==> config.mk <==
export PLATFORM = sky130hd
export DESIGN_NAME = rs232_cmd_ctrl
export DESIGN_NICKNAME = d
export VERILOG_FILES = /design/src/rtl/rs232_cmd_pkg.sv /design/src/rtl/rs232_cmd_resp.sv /design/src/rtl/rs232_cmd_ctrl.sv
export SDC_FILE = /design/constraint.sdc
export NUM_CORES = 1
export LEC_CHECK = 0
export ABC_AREA = 0
export BUFFER_PORTS_ARGS = -buffer_cell sky130_fd_sc_hd__buf_2
export CORE_AREA = 2 2 71 124
export CTS_CLUSTER_SIZE = 25
export DETAILED_ROUTE_END_ITERATION = 10
export DIE_AREA = 0 0 73 126
export GPL_TIMING_DRIVEN = 0
export PLACE_DENSITY = 0.82
export SLEW_MARGIN = 30
export SYNTH_ARGS = -nofsm -noshare
export SYNTH_HDL_FRONTEND = slang
export SYNTH_HIERARCHICAL = 1
export SYNTH_SLANG_ARGS = --single-unit
==> constraint.sdc <==
create_clock -name clock -period 3.6 [get_ports clock]
set_input_delay 0.36 -clock clock [delete_from_list [all_inputs] [get_ports clock]]
set_output_delay 0.36 -clock clock [all_outputs]
set_load 0.01 [all_outputs]
==> src/rtl/rs232_cmd_pkg.sv <==
// Shared state encoding and opcodes for the RS-232 command sequencer.
// Latency: none (types and constants only).
// Backpressure: none.
package rs232_cmd_pkg;

  typedef enum logic [2:0] {
    ST_IDLE = 3'd0,
    ST_ADDR = 3'd1,
    ST_DATA = 3'd2,
    ST_BUS  = 3'd3,
    ST_RESP = 3'd4
  } state_t;

  localparam logic [7:0] OP_WRITE = 8'h57;  // 'W'
  localparam logic [7:0] OP_READ  = 8'h52;  // 'R'

  function automatic logic is_opcode(input logic [7:0] b);
    return (b == OP_WRITE) || (b == OP_READ);
  endfunction

endpackage

==> src/rtl/rs232_cmd_resp.sv <==
// Read-data serializer: latches a bus read word and streams it out MSB byte first.
// Latency: tx_valid rises the cycle after load; one byte leaves per tx handshake.
// Backpressure: tx_data held while tx_ready is low; done pulses with the last handshake.
module rs232_cmd_resp #(
  parameter int DATA_BYTES = 4
) (
  input  logic                    clock,
  input  logic                    reset_n,
  input  logic                    load,
  input  logic [8*DATA_BYTES-1:0] load_data,
  input  logic                    tx_ready,
  output logic                    tx_valid,
  output logic [7:0]              tx_data,
  output logic                    done
);

  logic [8*DATA_BYTES-1:0] shift_q;
  logic [1:0]              left_q;   // bytes remaining after the one on tx_data
  logic                    active_q;

  assign tx_valid = active_q;
  assign tx_data  = shift_q[8*DATA_BYTES-1 -: 8];
  // The final handshake is the one that completes the whole command.
  assign done     = active_q & tx_ready & (left_q == 2'd0);

  // Load the word on bus ack, then shift one byte out per accepted handshake
  always_ff @(posedge clock) begin
    if (!reset_n) begin
      shift_q  <= '0;
      left_q   <= 2'd0;
      active_q <= 1'b0;
    end else if (load) begin
      shift_q  <= load_data;
      left_q   <= 2'(DATA_BYTES - 1);
      active_q <= 1'b1;
    end else if (active_q && tx_ready) begin
      shift_q <= shift_q << 8;
      if (left_q == 2'd0) active_q <= 1'b0;
      else                left_q   <= left_q - 2'd1;
    end
  end

endmodule

==> src/rtl/rs232_cmd_ctrl.sv <==
// Host-link sequencer: parses 'W'/'R' frames from the UART, runs one bus transaction each, returns read data.
// Latency: bus_req the cycle after the last frame byte; reply bytes start the cycle after bus_ack.
// Backpressure: bus_req held until bus_ack; reply waits on tx_ready; bytes arriving while busy on bus/reply are dropped (overrun).
module rs232_cmd_ctrl
  import rs232_cmd_pkg::*;
#(
  parameter int ADDR_BYTES     = 2,
  parameter int DATA_BYTES     = 4,
  parameter int TIMEOUT_CYCLES = 500_000
) (
  input  logic                    clock,
  input  logic                    reset_n,
  input  logic                    rx_attention,
  input  logic [7:0]              rx_data,
  output logic                    bus_req,
  output logic                    bus_we,
  output logic [8*ADDR_BYTES-1:0] bus_addr,
  output logic [8*DATA_BYTES-1:0] bus_wdata,
  input  logic                    bus_ack,
  input  logic [8*DATA_BYTES-1:0] bus_rdata,
  output logic                    tx_valid,
  output logic [7:0]              tx_data,
  input  logic                    tx_ready,
  output logic                    cmd_done,
  output logic                    frame_error,
  output logic                    overrun,
  output logic                    busy
);

  localparam int               TMO_W    = $clog2(TIMEOUT_CYCLES + 1);
  localparam logic [TMO_W-1:0] TMO_LAST = TMO_W'(TIMEOUT_CYCLES - 1);

  state_t                  state, state_next;
  logic [1:0]              byte_cnt;
  logic [TMO_W-1:0]        tmo_cnt;
  logic                    in_frame, tmo_expire, last_byte;
  logic                    take_op, take_addr, take_data, resp_load, resp_done;
  logic [8*ADDR_BYTES-1:0] addr_shift;
  logic [8*DATA_BYTES-1:0] wdata_shift;

  assign busy       = (state != ST_IDLE);
  assign bus_req    = (state == ST_BUS);
  assign in_frame   = (state == ST_ADDR) || (state == ST_DATA);
  // Expiry is the cycle in which the idle count would reach TIMEOUT_CYCLES.
  assign tmo_expire = in_frame && (tmo_cnt == TMO_LAST);
  assign last_byte  = (byte_cnt == 2'd0);

  // Shift the incoming byte into the LSB of the address / write-data registers
  always_comb begin
    addr_shift       = bus_addr << 8;
    addr_shift[7:0]  = rx_data;
    wdata_shift      = bus_wdata << 8;
    wdata_shift[7:0] = rx_data;
  end

  // State register
  always_ff @(posedge clock) begin
    if (!reset_n) state <= ST_IDLE;
    else          state <= state_next;
  end

  // Next-state decode and single-cycle status pulses
  always_comb begin
    state_next  = state;
    take_op     = 1'b0;
    take_addr   = 1'b0;
    take_data   = 1'b0;
    resp_load   = 1'b0;
    cmd_done    = 1'b0;
    frame_error = 1'b0;
    overrun     = 1'b0;
    case (state)
      ST_IDLE: begin
        if (rx_attention) begin
          if (is_opcode(rx_data)) begin
            take_op    = 1'b1;
            state_next = ST_ADDR;
          end else begin
            frame_error = 1'b1;
          end
        end
      end
      ST_ADDR: begin
        // A byte landing in the expiry cycle takes priority over the timeout.
        if (rx_attention) begin
          take_addr = 1'b1;
          if (last_byte) state_next = bus_we ? ST_DATA : ST_BUS;
        end else if (tmo_expire) begin
          frame_error = 1'b1;
          state_next  = ST_IDLE;
        end
      end
      ST_DATA: begin
        if (rx_attention) begin
          take_data = 1'b1;
          if (last_byte) state_next = ST_BUS;
        end else if (tmo_expire) begin
          frame_error = 1'b1;
          state_next  = ST_IDLE;
        end
      end
      ST_BUS: begin
        overrun = rx_attention;
        if (bus_ack) begin
          if (bus_we) begin
            cmd_done   = 1'b1;
            state_next = ST_IDLE;
          end else begin
            resp_load  = 1'b1;
            state_next = ST_RESP;
          end
        end
      end
      ST_RESP: begin
        overrun = rx_attention;
        if (resp_done) begin
          cmd_done   = 1'b1;
          state_next = ST_IDLE;
        end
      end
      default: state_next = ST_IDLE;
    endcase
  end

  // Frame capture: direction, address, write data and the per-field byte counter
  always_ff @(posedge clock) begin
    if (!reset_n) begin
      bus_we    <= 1'b0;
      bus_addr  <= '0;
      bus_wdata <= '0;
      byte_cnt  <= 2'd0;
    end else begin
      if (take_op) begin
        bus_we   <= (rx_data == OP_WRITE);
        byte_cnt <= 2'(ADDR_BYTES - 1);
      end
      if (take_addr) begin
        bus_addr <= addr_shift;
        byte_cnt <= last_byte ? 2'(DATA_BYTES - 1) : byte_cnt - 2'd1;
      end
      if (take_data) begin
        bus_wdata <= wdata_shift;
        byte_cnt  <= byte_cnt - 2'd1;
      end
    end
  end

  // Inter-byte timer: restarts on every byte, runs only while a frame is partial
  always_ff @(posedge clock) begin
    if (!reset_n)                     tmo_cnt <= '0;
    else if (rx_attention || !in_frame) tmo_cnt <= '0;
    else                              tmo_cnt <= tmo_cnt + TMO_W'(1);
  end

  rs232_cmd_resp #(
    .DATA_BYTES(DATA_BYTES)
  ) u_resp (
    .clock    (clock),
    .reset_n  (reset_n),
    .load     (resp_load),
    .load_data(bus_rdata),
    .tx_ready (tx_ready),
    .tx_valid (tx_valid),
    .tx_data  (tx_data),
    .done     (resp_done)
  );

endmodule

After elaboration in Yosys (flattened, before gate mapping)
Cells that the tools add are included.

Register bits: 108. Input bits: 45. Output and inout port bits: 63.

Add/sub/neg operators: 3. Equality and inequality tests: 14. Multiplexer cells: 43. Bitwise logic cells: 3. Reduce and logical (&&, ||, !) cells: 19.

Operators by type and width (count): $mux 32 (2); $mux 3 (10); $mux 1 (21); $add 19x1->19 const B (1); $eq 19x19->1 const B (1); $eq 8x7->1 const B (2); $pmux 3 s5 (1); $mux 2 (7); $ne 2x2->1 const B (4); $eq 3x2->1 const B (2); $ne 3x3->1 const B (2); $reduce_and 6->1 (1); $reduce_bool 3->1 (2); $reduce_or 2->1 (3); $logic_not 2->1 (2); $pmux 1 s2 (2); $reduce_and 2->1 (2); $reduce_bool 2->1 (2); $sub 2x1->2 const B (2); $eq 3x1->1 const B (1); $eq 3x3->1 const B (1); $logic_not 3->1 (1); $logic_or 1x1->1 (3); $and 1x1->1 (2); 4 further kinds (5).

Longest topological paths before layout
Word-level depth: 8. Gate-level depth with buffers: 9. Depth with buffers taken out: 7.

Modules after synthesis
The synthesis kept the hierarchy.

By module, submodules not included: rs232_cmd_ctrl (instances 1, cells an instance 376, area each 3015.4 um^2, sequential area each 1461.4 um^2); rs232_cmd_resp (instances 1, cells an instance 166, area each 1557.7 um^2, sequential area each 700.7 um^2).

Worst setup path before layout
OpenSTA, ideal clock, no wires.

Path kind: reg2reg. From: register state[2]. To: register u_resp.shift_q[10]. Setup time: 0.133 ns. Arrival: 1.640 ns. Required time: 3.467 ns. Slack: 1.827 ns. Cell stages (with the launch flop): 10. Buffers on the path: 3. Clock period less this slack: 1.773 ns. Path through: dfxtp_1 buf_2 and2b_1 nand2_1 nor3b_1 inv_1 buf_4 buf_4 o21ai_0 a21oi_1.

Word-level cells in the longest chain between the ends: 3. Elaborated cells between the ends (all ways): 4. Those cells by class: eq/ne (1); mux (2); reduce/logical (1).

Ends and longest elaborated chain: start, declared (line rs232_cmd_ctrl.sv:33) `state_t state, state_next;`; start signal, assigned (line rs232_cmd_ctrl.sv:59) `else state <= state_next;`; $eq 3x2->1 * (line rs232_cmd_ctrl.sv:72) `case (state)`; $mux 1 * (line rs232_cmd_ctrl.sv:72); via resp_load (line rs232_cmd_ctrl.sv:37) `logic take_op, take_addr, take_data, resp_load, resp_done;`; $mux 32 or $reduce_bool 2->1 (tied branches); end signal, assigned (line rs232_cmd_resp.sv:33) `shift_q <= load_data;`; end signal, assigned (line rs232_cmd_resp.sv:37) `shift_q <= shift_q << 8;`; end, declared (line rs232_cmd_resp.sv:17) `logic [8*DATA_BYTES-1:0] shift_q;`.

The timed path passes the listed nets; every way through them passes the cells marked *. A chain may end at the register's enable or synchronous reset.

Worst setup path after layout
From: register state[2]. To: register u_resp.shift_q[9].

Same word-level chain as after synthesis.

==> flow_metrics.py <==
metrics = {
    "run_status": {
        "run_status": "finished clean",
    },
    "clocking": {
        "htree_levels": 3,
        "tritoncts": "yes",
        "clock-root-buffer": "sky130_fd_sc_hd__clkbuf_16",
        "clock_pin_slew_worst_setup_and_hold_paths_ns": 0.07,
        "postCtsSetupRepairBufs": 0,
        "hold_fix_buffer_count_after_cts": 0,
        "clock_insertion_delay_worst_skew_ns": 0.35,
        "post_cts_resize_count": 0,
        "clock_sink_count": 108,
        "cts-buffers-inserted": 9,
        "clock_tree.buffer_depth": 2,
    },
    "sta": {
        "setup-tns-final_ns": 0,
        "finalClockSkew_ns": 0.00438,
        "worst_slew_margin_rel_pct": 59.2,
        "timing.final.setup_violations": 0,
        "rsz0062_at_grt": "false",
        "report.final.slew_viol_count": 0,
        "fin_crit_ns": 2.45,
        "final.setup.worst_slack_ns": 1.15,
        "final_hold_viol_count": 0,
        "fmax_mhz": 409,
        "final_min_period_over_clock_period_pct": 67.9,
        "timing_worst_slew_pin_value_ns": 0.610,
    },
    "critical_path": {
        "crit_path_cell_trace": "buf_2 -> and2b_1 -> nand2_1 -> nor3b_1 -> inv_1 -> buf_4 -> buf_4 -> o21ai_0 -> a21oi_1",
        "critPathLaunch": "state[2]",
        "slowest_stage": "sky130_fd_sc_hd__nor3b_1",
        "kind_of_start_point_of_the_critical_path": "flop",
        "critical_path.top_delay_family": "simple AND/OR/NAND/NOR gates",
        "timing.setup.critical_path_class": "flop to flop",
        "cp_data_required_time_ns": 3.81,
        "worst-path-buf-inv": 4,
        "cp-end-kind": "flop",
        "critical_path.reg2reg.startpoint": "state[2]",
        "crit_path_frequent_cell": "sky130_fd_sc_hd__buf_4",
        "crit_arrival_ns": 2.66,
        "crit_path_max_fanout": 10,
        "crit_path_max_cell_delay_ns": 0.51,
    },
    "synth": {
        "yosysSeqAreaShare_pct": 47.3,
        "syn-num-nets": 590,
        "yosys_most_used_dff": "sky130_fd_sc_hd__dfxtp_1",
        "synth-edff-count": 0,
        "mappedNetlistArea_um2": 4570,
        "synth_warnings": 6,
        "asyncSetResetFlopFracSynth_pct": 0,
        "synth_seq_cells": 108,
        "syn-mean-instance-area_um2": 8.44,
        "post_synthesis_cell_type_count": 50,
        "netlist.area_leader.share_pct": 47.3,
        "gate_count_after_technology_mapping": 542,
        "ys_top_cells_by_count": "sky130_fd_sc_hd__nand2_1 (122), sky130_fd_sc_hd__dfxtp_1 (108), sky130_fd_sc_hd__a21oi_1 (78)",
        "yosys-top-cells-area": "sky130_fd_sc_hd__dfxtp_1 (47%), sky130_fd_sc_hd__nand2_1 (10%), sky130_fd_sc_hd__a21oi_1 (8.5%), sky130_fd_sc_hd__mux2i_1 (5.7%), sky130_fd_sc_hd__o21ai_0 (3.3%)",
        "yosys.area.top_type": "sky130_fd_sc_hd__dfxtp_1",
        "synth.most_common_cell": "sky130_fd_sc_hd__nand2_1",
    },
    "min_path": {
        "hold_path_startpoint": "bus_rdata[7]",
        "hp-class": "primary input to flop",
    },
    "floorplan": {
        "row_count": 44,
        "die_area_um2": 9200,
        "fp.dieH_um": 126,
        "io-pin-count": 108,
        "core_um2": 8200,
        "chipWidth_um": 73,
        "floorplan.initialDensity_pct": 55.8,
    },
    "cells_and_area": {
        "nets": 708,
        "multiInputGateArea_um2": 2130,
        "area_growth_from_synthesis_to_layout_pct": 21.8,
        "antenna_cells": 0,
        "fillers": 642,
        "regArea_um2": 2160,
        "final_layout_size_suffix_gt1_share_pct": 23.6,
    },
    "placed_design": {
        "gp_congestion": 0.874,
        "place_worst_setup_slack_ns": 1.31,
        "detailedPlacementHpwl_um": 8190,
        "placement.io_buffers": 107,
    },
    "drt": {
        "routed-via-count": 4111,
        "avgRoutedWirePerCell_um": 14.6,
        "vias_per_cell": 5.43,
        "finalWirelength_um": 11100,
        "dr_drc_count": 0,
        "drtPass1Iterations": 4,
        "antenna_violating_nets_post_route": 0,
        "drtIter0Drc": 214,
    },
    "flow_run": {
        "drv_cap": 0,
    },
    "grt": {
        "grt_usage_pct": 24.7,
        "grt_first_pass_wirelength_um": 18100,
        "antenna_found_initial": 0,
        "grt_max_degree": 20,
        "global_route.overflow_total": 0,
        "vias_in_the_first_global_route": 4031,
    },
    "pwr": {
        "leakagePower_nw": 2.43,
        "power.ir.vdd_worst_uv": 339,
        "powerDensity_nw_per_um2": 425,
    },
}
## power breakdown
part	switching [W]	internal [W]	total [W]
sequential	0.000000337	0.00119	0.00119
combinational	0.0000400	0.0000279	0.0000679
clock	0.000460	0.000643	0.00110
total	0.000500	0.00186	0.00237
## worst min-delay path, stage by stage
cell,delay [ns]
sky130_fd_sc_hd__buf_2,0.10
sky130_fd_sc_hd__nand2_1,0.06
sky130_fd_sc_hd__a21boi_1,0.05
## sequential cells by signal (all words and copies together), names as in the netlist
register / flops
bus_we: 1
state: 3
byte_cnt: 2
u_resp/tx_valid: 1
bus_wdata: 32
tmo_cnt: 19
u_resp/left_q: 2
u_resp/shift_q: 32
bus_addr: 16
## logic make-up after synthesis
family,share of synthesized area (%)
AOI/OAI and AO/OA,14.9
xor gates and xnor gates,3.64
adders and majority gates,0.821
buffers and inverters,6.13
DFF,47.3
muxes,5.69
and+or+nand+nor,21.5
## layer usage
layer	wire, µm	global-route usage (%)
met1	4210	26.1
met2	6040	45.2
met3	528	5.04
met4	293	10.9
met5	0	0
## cell usage in the layout, fill, tap and decap left out, drive strengths merged, types with 13 or more instances in the layout
cell    netlist  routed
a21oi        78      78
buf          23     130
clkbuf       18      28
dfxtp       108     108
inv          11      13
mux2i        26      26
nand2       124     124
nand3        23      23
nor2         23      23
o21ai        30      30
## metrics by stage
stage / cell area [µm²] / power (W) / hold slack (ns) / utilization (%) / instances
after detailed placement: 5220 / 0.00129 / 0.445 / 63.7 / 741
after global routing: 5570 / 0.00244 / 0.250 / 67.9 / 757
after global placement: 5220 / 0.00129 / 0.440 / 63.7 / 741
after CTS: 5570 / 0.00238 / 0.258 / 67.9 / 757
after floorplan: 4570 / 0.00125 / 0.430 / - / 542
final: 5570 / 0.00237 / 0.264 / 67.9 / 757
## worst paths after layout
kind	depth (start not counted)	slack (ns)	end
setup / recovery	9	1.15	u_resp/shift_q[9]
hold / removal	3	0.26	u_resp/shift_q[7]
setup reg to reg	9	1.15	u_resp/shift_q[9]
hold reg to reg	2	0.46	bus_wdata[24]
## final cells by class
type / count / area share [%]
tap: 92 / 2.07
timing repair buffer: 107 / 9.62
clock buffer: 10 / 4.29
inverter: 11 / 0.742
multi-input combinational: 382 / 38.3
buffer: 41 / 4.29
clock inverter: 6 / 1.89
sequential: 108 / 38.8
(Power assumes the default switching activity.)
